### config.mk
export PLATFORM = sky130hd
export DESIGN_NAME = fp_div_seq
export DESIGN_NICKNAME = d
export VERILOG_FILES = /design/src/rtl/fp_pkg.sv /design/src/rtl/fp_round_pack.sv /design/src/rtl/fp_div_seq.sv
export SDC_FILE = /design/constraint.sdc
export NUM_CORES = 1
export LEC_CHECK = 0
export BUFFER_PORTS_ARGS = -buffer_cell sky130_fd_sc_hd__buf_2
export CORE_MARGIN = 2
export CORE_UTILIZATION = 50
export CTS_CLUSTER_DIAMETER = 200
export DETAILED_ROUTE_END_ITERATION = 10
export GPL_TIMING_DRIVEN = 0
export PLACE_DENSITY_LB_ADDON = 0.25
export SLEW_MARGIN = 25
export SYNTH_ARGS = -nofsm -noshare
export SYNTH_HDL_FRONTEND = slang
export SYNTH_SLANG_ARGS = --single-unit
### constraint.sdc
create_clock -name clk -period 4.1 [get_ports clk]
set_input_delay 0.205 -clock clk [delete_from_list [all_inputs] [get_ports clk]]
set_output_delay 0.205 -clock clk [all_outputs]
set_load 0.05 [all_outputs]
### src/rtl/fp_pkg.sv
// Shared floating-point definitions for the iterative math blocks.
// Holds IEEE-754 single constants, the divider state encoding and an
// operand classifier that is independent of the exponent/mantissa widths.
package fp_pkg;

  localparam int unsigned FP_BIAS = 127;
  localparam logic [31:0] FP_QNAN = 32'h7FC00000;
  localparam logic [31:0] FP_PINF = 32'h7F800000;

  typedef enum logic [2:0] {
    StIdle,
    StUnpack,
    StDivide,
    StNormRound,
    StDone
  } div_state_e;

  typedef enum logic [1:0] {
    FpZero,
    FpNormal,
    FpInf,
    FpNan
  } fp_class_e;

  // Takes pre-reduced field flags so the caller's field widths do not matter.
  // A zero exponent is reported as zero whatever the mantissa: denormals flush.
  function automatic fp_class_e fp_classify(input logic exp_zero,
                                            input logic exp_ones,
                                            input logic man_nz);
    fp_class_e cls;
    if (exp_zero) begin
      cls = FpZero;
    end else if (exp_ones) begin
      cls = man_nz ? FpNan : FpInf;
    end else begin
      cls = FpNormal;
    end
    return cls;
  endfunction

endpackage

### src/rtl/fp_round_pack.sv
// Combinational normalize / round-to-nearest-even / clamp / pack stage.
// Ports:
//   sign_i    result sign
//   exp_i     biased exponent, two's complement, EXP_W+2 bits
//   mant_i    raw mantissa, MAN_W+3 bits, value in [0.5, 2) with the binary
//             point below the top bit
//   sticky_i  OR of all bits discarded below mant_i
//   result_o  packed IEEE word; overflow gives signed infinity, underflow
//             gives signed zero (no denormal output)
module fp_round_pack #(
  parameter int unsigned EXP_W = 8,
  parameter int unsigned MAN_W = 23
) (
  input  logic                   sign_i,
  input  logic [EXP_W+1:0]       exp_i,
  input  logic [MAN_W+2:0]       mant_i,
  input  logic                   sticky_i,
  output logic [EXP_W+MAN_W:0]   result_o
);

  localparam logic signed [EXP_W+1:0] ExpMax  = (EXP_W+2)'((1 << EXP_W) - 1);
  localparam logic signed [EXP_W+1:0] ExpZero = '0;
  localparam logic        [EXP_W+1:0] ExpOne  = (EXP_W+2)'(1);

  logic        [MAN_W+2:0] norm;
  logic signed [EXP_W+1:0] exp_n;
  logic signed [EXP_W+1:0] exp_r;
  logic        [MAN_W:0]   keep;
  logic                    guard;
  logic                    sticky;
  logic                    round_up;
  logic        [MAN_W+1:0] sum;
  logic        [MAN_W-1:0] frac;
  logic                    unused_hidden;

  always_comb begin
    if (mant_i[MAN_W+2]) begin
      norm  = mant_i;
      exp_n = exp_i;
    end else begin
      norm  = {mant_i[MAN_W+1:0], 1'b0};
      exp_n = exp_i - ExpOne;
    end

    // Top MAN_W+1 bits are kept, next bit is guard, the last bit joins sticky.
    keep     = norm[MAN_W+2:2];
    guard    = norm[1];
    sticky   = norm[0] | sticky_i;
    round_up = guard & (sticky | keep[0]);
    sum      = {1'b0, keep} + {{(MAN_W+1){1'b0}}, round_up};

    // Carry-out only happens from all-ones, so the new fraction is zero.
    if (sum[MAN_W+1]) begin
      frac  = '0;
      exp_r = exp_n + ExpOne;
    end else begin
      frac  = sum[MAN_W-1:0];
      exp_r = exp_n;
    end
    unused_hidden = sum[MAN_W];

    if (exp_r >= ExpMax) begin
      result_o = {sign_i, {EXP_W{1'b1}}, {MAN_W{1'b0}}};
    end else if (exp_r <= ExpZero) begin
      result_o = {sign_i, {(EXP_W+MAN_W){1'b0}}};
    end else begin
      result_o = {sign_i, exp_r[EXP_W-1:0], frac};
    end
  end

endmodule

### src/rtl/fp_div_seq.sv
// Sequential IEEE-754 divider, one quotient bit per enabled clock
// (radix-2 restoring). Responder side of the clk_en / ready_out handshake.
// Ports:
//   clk        rising-edge clock
//   n_reset    synchronous active-low reset, wins over clk_en
//   clk_en     advance/start strobe; all state frozen while low
//   dividend   operand A, sampled only on the start edge
//   divisor    operand B, sampled only on the start edge
//   quotient   A / B, held while ready_out is high
//   ready_out  1 = idle or result valid, 0 = busy
module fp_div_seq #(
  parameter int unsigned EXP_W = 8,
  parameter int unsigned MAN_W = 23
) (
  input  logic                 clk,
  input  logic                 n_reset,
  input  logic                 clk_en,
  input  logic [EXP_W+MAN_W:0] dividend,
  input  logic [EXP_W+MAN_W:0] divisor,
  output logic [EXP_W+MAN_W:0] quotient,
  output logic                 ready_out
);

  import fp_pkg::*;

  localparam int unsigned        W       = 1 + EXP_W + MAN_W;
  localparam int unsigned        CntW    = $clog2(MAN_W + 3);
  localparam logic [EXP_W+1:0]   BiasW   = (EXP_W+2)'((1 << (EXP_W - 1)) - 1);
  localparam logic [CntW-1:0]    CntInit = CntW'(MAN_W + 2);
  localparam logic [CntW-1:0]    CntOne  = CntW'(1);

  div_state_e          state_q, state_d;
  logic [W-1:0]        a_q, a_d;
  logic [W-1:0]        b_q, b_d;
  logic                sign_q, sign_d;
  logic [EXP_W+1:0]    exp_q, exp_d;
  logic [MAN_W+1:0]    rem_q, rem_d;
  logic [MAN_W:0]      dvs_q, dvs_d;
  logic [MAN_W+2:0]    quo_q, quo_d;
  logic [CntW-1:0]     cnt_q, cnt_d;
  logic [W-1:0]        res_q, res_d;
  logic                ready_q, ready_d;

  logic                sign_a, sign_b, sign_r;
  logic [EXP_W-1:0]    exp_a, exp_b;
  logic [MAN_W-1:0]    man_a, man_b;
  fp_class_e           cls_a, cls_b;
  logic                is_nan, is_inf, is_zero;
  logic [MAN_W+2:0]    trial;
  logic                unused_trial;
  logic [W-1:0]        packed_res;

  assign sign_a = a_q[W-1];
  assign exp_a  = a_q[W-2:MAN_W];
  assign man_a  = a_q[MAN_W-1:0];
  assign sign_b = b_q[W-1];
  assign exp_b  = b_q[W-2:MAN_W];
  assign man_b  = b_q[MAN_W-1:0];
  assign sign_r = sign_a ^ sign_b;

  assign cls_a = fp_classify(exp_a == '0, &exp_a, |man_a);
  assign cls_b = fp_classify(exp_b == '0, &exp_b, |man_b);

  // Priority NaN > infinity > zero resolves inf/0 and 0/inf correctly.
  assign is_nan  = (cls_a == FpNan) || (cls_b == FpNan) ||
                   ((cls_a == FpZero) && (cls_b == FpZero)) ||
                   ((cls_a == FpInf) && (cls_b == FpInf));
  assign is_inf  = (cls_b == FpZero) || (cls_a == FpInf);
  assign is_zero = (cls_a == FpZero) || (cls_b == FpInf);

  // Sign bit of trial is the borrow: set means remainder < divisor.
  assign trial        = {1'b0, rem_q} - {2'b00, dvs_q};
  assign unused_trial = trial[MAN_W+1];

  fp_round_pack #(
    .EXP_W (EXP_W),
    .MAN_W (MAN_W)
  ) u_round_pack (
    .sign_i   (sign_q),
    .exp_i    (exp_q),
    .mant_i   (quo_q),
    .sticky_i (|rem_q),
    .result_o (packed_res)
  );

  always_comb begin
    state_d = state_q;
    a_d     = a_q;
    b_d     = b_q;
    sign_d  = sign_q;
    exp_d   = exp_q;
    rem_d   = rem_q;
    dvs_d   = dvs_q;
    quo_d   = quo_q;
    cnt_d   = cnt_q;
    res_d   = res_q;
    ready_d = ready_q;

    unique case (state_q)
      StIdle, StDone: begin
        a_d     = dividend;
        b_d     = divisor;
        ready_d = 1'b0;
        state_d = StUnpack;
      end
      StUnpack: begin
        sign_d = sign_r;
        if (is_nan) begin
          res_d   = {1'b0, {EXP_W{1'b1}}, 1'b1, {(MAN_W-1){1'b0}}};
          ready_d = 1'b1;
          state_d = StDone;
        end else if (is_inf) begin
          res_d   = {sign_r, {EXP_W{1'b1}}, {MAN_W{1'b0}}};
          ready_d = 1'b1;
          state_d = StDone;
        end else if (is_zero) begin
          res_d   = {sign_r, {(EXP_W+MAN_W){1'b0}}};
          ready_d = 1'b1;
          state_d = StDone;
        end else begin
          exp_d   = {2'b00, exp_a} - {2'b00, exp_b} + BiasW;
          rem_d   = {1'b0, 1'b1, man_a};
          dvs_d   = {1'b1, man_b};
          quo_d   = '0;
          cnt_d   = CntInit;
          state_d = StDivide;
        end
      end
      StDivide: begin
        // Restored remainder is always below the divisor, so its top bit is
        // zero and the left shift cannot lose information.
        if (!trial[MAN_W+2]) begin
          rem_d = {trial[MAN_W:0], 1'b0};
          quo_d = {quo_q[MAN_W+1:0], 1'b1};
        end else begin
          rem_d = {rem_q[MAN_W:0], 1'b0};
          quo_d = {quo_q[MAN_W+1:0], 1'b0};
        end
        cnt_d = cnt_q - CntOne;
        if (cnt_q == '0) begin
          state_d = StNormRound;
        end
      end
      StNormRound: begin
        res_d   = packed_res;
        ready_d = 1'b1;
        state_d = StDone;
      end
      default: begin
        state_d = StIdle;
      end
    endcase
  end

  always_ff @(posedge clk) begin
    if (!n_reset) begin
      state_q <= StIdle;
      a_q     <= '0;
      b_q     <= '0;
      sign_q  <= 1'b0;
      exp_q   <= '0;
      rem_q   <= '0;
      dvs_q   <= '0;
      quo_q   <= '0;
      cnt_q   <= '0;
      res_q   <= '0;
      ready_q <= 1'b1;
    end else if (clk_en) begin
      state_q <= state_d;
      a_q     <= a_d;
      b_q     <= b_d;
      sign_q  <= sign_d;
      exp_q   <= exp_d;
      rem_q   <= rem_d;
      dvs_q   <= dvs_d;
      quo_q   <= quo_d;
      cnt_q   <= cnt_d;
      res_q   <= res_d;
      ready_q <= ready_d;
    end
  end

  assign quotient  = res_q;
  assign ready_out = ready_q;

endmodule
Word level (Yosys, flattened, before mapping)
Cells that the tools add are included.

Word-level logic and storage cells: 108. Bits in registers: 191. Input port bits: 67. Output and inout port bits: 33.

Equal/unequal tests: 13. Reductions and logical operators: 29. Mux-type cells: 39. $add $sub $neg: 7. Bitwise gates (word level): 7. Order comparisons: 2.

Operators with widths (count): 26-bit two-way mux (4); 25-bit two-way mux (4); 32-bit two-way mux (3); 32-bit one-hot mux with 2 select lines (1); 31-bit two-way mux (2); 26-bit one-hot mux with 2 select lines (1); 25-bit one-hot mux with 2 select lines (1); 23-bit OR reduction (2); 25-bit by 24-bit subtractor with 26-bit output (1); 24-bit by 1-bit adder with 25-bit output (1); 25-bit OR reduction (1); 23-bit two-way mux (1); 10-bit two-way mux (2); 8-bit zero test (2); 8-bit AND reduction (2); 5-bit two-way mux (3); 3-bit two-way mux (4); 3-bit one-hot mux with 4 select lines (1); 10-bit by 1-bit adder with 10-bit output, second input constant (1); 9-bit by 8-bit adder with 10-bit output, second input constant (1); 10-bit by 9-bit >= comparator with 1-bit output, second input constant (1); 10-bit by 1-bit less-or-equal comparator with 1-bit output, second input constant (1); 5-bit one-hot mux with 2 select lines (1); 5-bit AND reduction (2); other kinds (26) (54).

Depth between registers and ports, before layout
Word-level depth: 10. Gate-level depth with buffers: 18. Mapped depth without buffers: 12.

By module
A second synthesis with hierarchy kept.

Cells, all modules: 1446. Area, all modules: 11068.1 um2.

Modules (own cells, without submodules): fp_div_seq (area each 9078.7 um2, instances 1, cells each 1150); fp_round_pack (area each 1989.4 um2, instances 1, cells each 296).

Worst setup path after synthesis
No wires, ideal clock.

Path type: register to register. Start point: register quo_q[25]. End point: register res_q[0] (netlist: quotient[0]). Cell stages (with the launch flop): 19. Path buffers: 8. Slack: 152 ps. Required time: 4004 ps. Arrival: 3852 ps. Period minus slack after synthesis: 3948 ps. Cell sequence: dfxtp_1 -> buf_4 -> buf_6 -> buf_2 -> buf_1 -> clkbuf_1 -> mux2_2 -> ha_1 -> and3_1 -> nand4b_1 -> nor3_2 -> and4_1 -> clkbuf_1 -> mux2i_1 -> a211o_1 -> buf_6 -> nand2_4 -> buf_6 -> o41ai_2.

Cells in the longest elaborated chain, start to end: 10. Elaborated cells on any way between the ends: 14. Those cells by class: 2 x add/sub; 2 x order compare; 7 x mux; 3 x bitwise.

Ends and longest elaborated chain: start: declaration (RTL line fp_div_seq.sv:39) `logic [MAN_W+2:0] quo_q, quo_d;`; start signal: assignment (RTL line fp_div_seq.sv:176) `quo_q <= quo_d;`; 26-bit two-way mux (RTL line fp_round_pack.sv:37) `if (mant_i[MAN_W+2]) begin`; 1-bit OR (RTL line fp_round_pack.sv:48) `sticky = norm[0] | sticky_i;`; 1-bit OR (RTL line fp_round_pack.sv:49) `round_up = guard & (sticky | keep[0]);`; 1-bit bitwise AND (RTL line fp_round_pack.sv:49); 24-bit by 1-bit adder with 25-bit output (RTL line fp_round_pack.sv:50) `sum = {1'b0, keep} + {{(MAN_W+1){1'b0}}, round_up};`; 10-bit two-way mux (RTL line fp_round_pack.sv:53) `if (sum[MAN_W+1]) begin`; 10-bit by 1-bit less-or-equal comparator with 1-bit output (RTL line fp_round_pack.sv:64) `end else if (exp_r <= ExpZero) begin`; 31-bit two-way mux (RTL line fp_round_pack.sv:64); 31-bit two-way mux * (RTL line fp_round_pack.sv:62) `if (exp_r >= ExpMax) begin`; 32-bit one-hot mux with 2 select lines * (RTL line fp_div_seq.sv:99) `unique case (state_q)`; end signal: assignment (RTL line fp_div_seq.sv:178) `res_q <= res_d;`; end: declaration (RTL line fp_div_seq.sv:41) `logic [W-1:0] res_q, res_d;`.

Every way passes the cells marked *; elsewhere a longest branch is shown, timed or not. A chain may end at the register's enable or synchronous reset.

Worst setup path after layout
Start point: register quo_q[25]. End point: register res_q[3] (netlist: quotient[3]).

The elaborated chain is that of the path after synthesis.

==> out/metrics.yaml <==
power_density_mw_per_mm2: 404.1
grt_most_used_layer: "met2"
worstPathCellList: "buf_6 -> buf_8 -> buf_6 -> clkbuf_8 -> mux2_2 -> ha_1 -> and3_1 -> nand4b_1 -> nor3_4 -> nand4_1 -> or3_1 -> o31a_1 -> o21a_2 -> buf_4 -> o41ai_2"
post-route-drc-count: 0
nets: 1643
ys_types: 80
cts_buffers: 17
place_ws_ns: -1.108
min_from: "divisor[26]"
cts_sinks: 191
ir_worst_vdd_uv: 248.2
reg2reg_depth: 15
core_mm2: 0.02169
slowest_stage: "or3_1"
drive_gt1_share_pct: 12.91
slew_violations: 0
port_buffers: 98
cts_buffer_depth: 2
insertion_delay_ns: 0.45
met2_usage_pct: 41.59
num_rows: 54
vias: 10870
setup_viol: 0
grt_use_met3_pct: 4.437
ys_ff_latch: 191
synthToLayoutAreaGrowth_pct: 16.15
fin_hold_ws_ns: -0.001592
avgSynthCellArea_um2: 7.869
leakagePower_nw: 4.765
routed_via_density: 5.942
die_width_um: 152.2
seq_area_frac_synth_pct: 34.81
status: "finished with violations"
setup_ws_ns: 0.1684
wl_mm: 31.72
grt_max_degree: 20
first_pass_iters: 6
relSlewSlack_pct: 27.64
start_util_pct: 50.65
reg2reg_to: "quotient[3]"
rsz0062_at_grt: "false"
yosys_warnings: 0
cp.arrival_ns: 4.29
ant_nets: 0
die_h_um: 152.2
met1_usage_pct: 38.88
hp-class: "primary input to flip-flop"
grt_usage_pct: 27.00
crit_required_ns: 4.46
violations: "hold timing"
worstMarginPinSlew_ns: 1.076
cp_max_fo: 19
die_area_mm2: 0.02317
grt_pass1_vias: 10060
cp_num_buf_inv: 5
wire_per_inst_um: 17.34
min_period_ns: 3.932
path_delay_family: "simple AND/OR/NAND/NOR gates"
crit_top_cell: "buf_6"
post-place-cells: 1775
routabilityCongestion: 0.9335
final_area_mm2: 0.01276
rrSetupSlack_ns: 0.17
antenna_found_initial: 0
grt_overflow_total: 0
path_clk_slew_ns: 0.08
max_stage_delay_ns: 0.48
fin_crit_sh_pct: 95.89
cts_tree: "yes"
fin_cells: 1829
fmax_mhz: 254.3
dp_hpwl_mm: 23.46
whs_endpoint: "b_q[26]"
hold_violations: 1
initialDrtViolationCount: 963
drv_cap: 0
cts_root_buf: "clkbuf_16"
syn_area_mm2: 0.01099
htreeDepth: 4
cp-end-kind: "flip-flop"
grt_pass1_wl_mm: 51.88
synth_enable_flop_cells: 0
r2r-start: "quo_q[25]"
fin_skew_ns: 0.01496
yosys_most_used_dff: "dfxtp_1"
path_class: "flip-flop to flip-flop"
place_area_mm2: 0.01185
syn_inst: 1396
floorplan.io_pins: 100
antennaDiodeCount: 0
start_kind: "flip-flop"
synth_nets: 1503
hold-path-cell-count: 3
async_flop_share_pct: 0
-- sequential cells by signal, indices dropped and copies added, names as in the netlist --
signal and cells:
cnt_q 5, b_q 32, state_q 3, a_q 32, quotient 32, ready_out 1, quo_q 26, rem_q 25
sign_q 1, dvs_q 24, exp_q 10
-- Yosys cell counts (6+ instances only) --
cell type  count  area share [%]
o211ai_1      14            0.96
nand2b_1       8            0.46
o21a_1        13            0.89
xnor2_1       36             2.9
nor2b_1       15            0.85
nand3_1       28             1.3
dfxtp_1      191              35
o41ai_2       16             2.4
clkbuf_1      77             2.6
xor2_1        14             1.1
nand4_1       18             1.0
o221ai_1      12            0.96
mux2i_1       16             1.5
mux2_2         8            0.82
a22o_1         8            0.64
a21boi_0       6            0.41
ha_1          38             4.3
nor2_1        79             2.7
and2_1         7            0.40
a21o_1         6            0.41
a221o_1        7            0.64
buf_1          9            0.31
o21ai_0       41             1.9
nor4_1        28             1.6
a211oi_1      14            0.96
or3_1          6            0.34
a22oi_1       40             2.7
nor3_1        36             1.6
and3_1        16            0.91
a31oi_1       17            0.97
a21oi_1      128             5.8
nand2_1      263             9.0
o31a_1         6            0.48
o41ai_1        6            0.48
inv_1         63             2.2
-- how the worst max path moves through the flow --
stage / slack [ns] / startpoint / end / cells after the start
after floorplan: 0.15 / quo_q[25] / quotient[0] / 18
after global placement: -0.94 / quo_q[25] / quotient[22] / 17
after detailed placement: -1.11 / quo_q[25] / quotient[22] / 16
after CTS: 0.02 / exp_q[0] / quotient[2] / 13
after global routing: 0.008 / quo_q[25] / quotient[2] / 18
final: 0.17 / quo_q[25] / quotient[3] / 15
-- power by group --
part,leakage [nW],total (mW),switching (mW),internal (mW)
Clock,0.306,1.79,0.839,0.952
Sequential,1.55,2.00,0.0703,1.93
Combinational,2.91,1.37,0.881,0.485
Total,4.77,5.16,1.79,3.37
-- cell usage in the layout, fill, tap and decap left out, types with 38 or more instances in the layout --
cell type    n
nand2_1    263
dfxtp_1    191
inv_1       63
buf_2      100
ha_1        38
a21oi_1    128
o21ai_0     41
clkbuf_1    75
a22oi_1     40
nor2_1      79
-- tightest hold or removal path, cell delays in order --
cell	delay, ns
buf_2	0.09
nand2_1	0.05
a21oi_1	0.05
-- logic make-up after synthesis --
logic type,synth area share [%]
buf+inv,5.877
flops,34.81
fa+ha+maj,4.693
xor+xnor,4.134
compound gates,25.31
simple gates,22.90
mux,2.278
-- per-layer routing --
layer / up-vias / routed length, um
met1: 5062 / 15020
met5: - / 0
li1: 5327 / -
met3: 60 / 2199
met4: 0 / 721
met2: 419 / 13780
-- area by class of cell --
cell class / instances / area, um^2
repair buffers: 123 / 724.4
well taps: 280 / 350.3
inverters: 64 / 240.2
fillers: 2022 / 8929
plain buffers: 94 / 432.9
clock inverters: 14 / 193.9
multi-input cells: 1045 / 6555
clock buffers: 18 / 439.2
flip-flops and latches: 191 / 3824
-- timing repair --
action | 4_1_cts | 5_1_grt
hold endpoints to repair | 16 | 1
hold buffers | 16 | 1
pin swaps | 3 | 2
buffers inserted | 7 | 0
gates resized for setup | 13 | 7
endpoints found under the setup margin | 31 | 31
-- stage by stage --
| stage | power (mW) | util [%] | setup TNS, ns |
|---|---|---|---|
| CTS | 5.119 | 58.68 | 0 |
| global route | 5.380 | 58.83 | 0 |
| floorplan | 2.982 | - | 0 |
| global placement | 3.303 | 54.53 | -26.03 |
| detailed placement | 3.328 | 54.63 | -30.93 |
| finish | 5.157 | 58.83 | 0 |
Power figures use the tool's default switching activity.
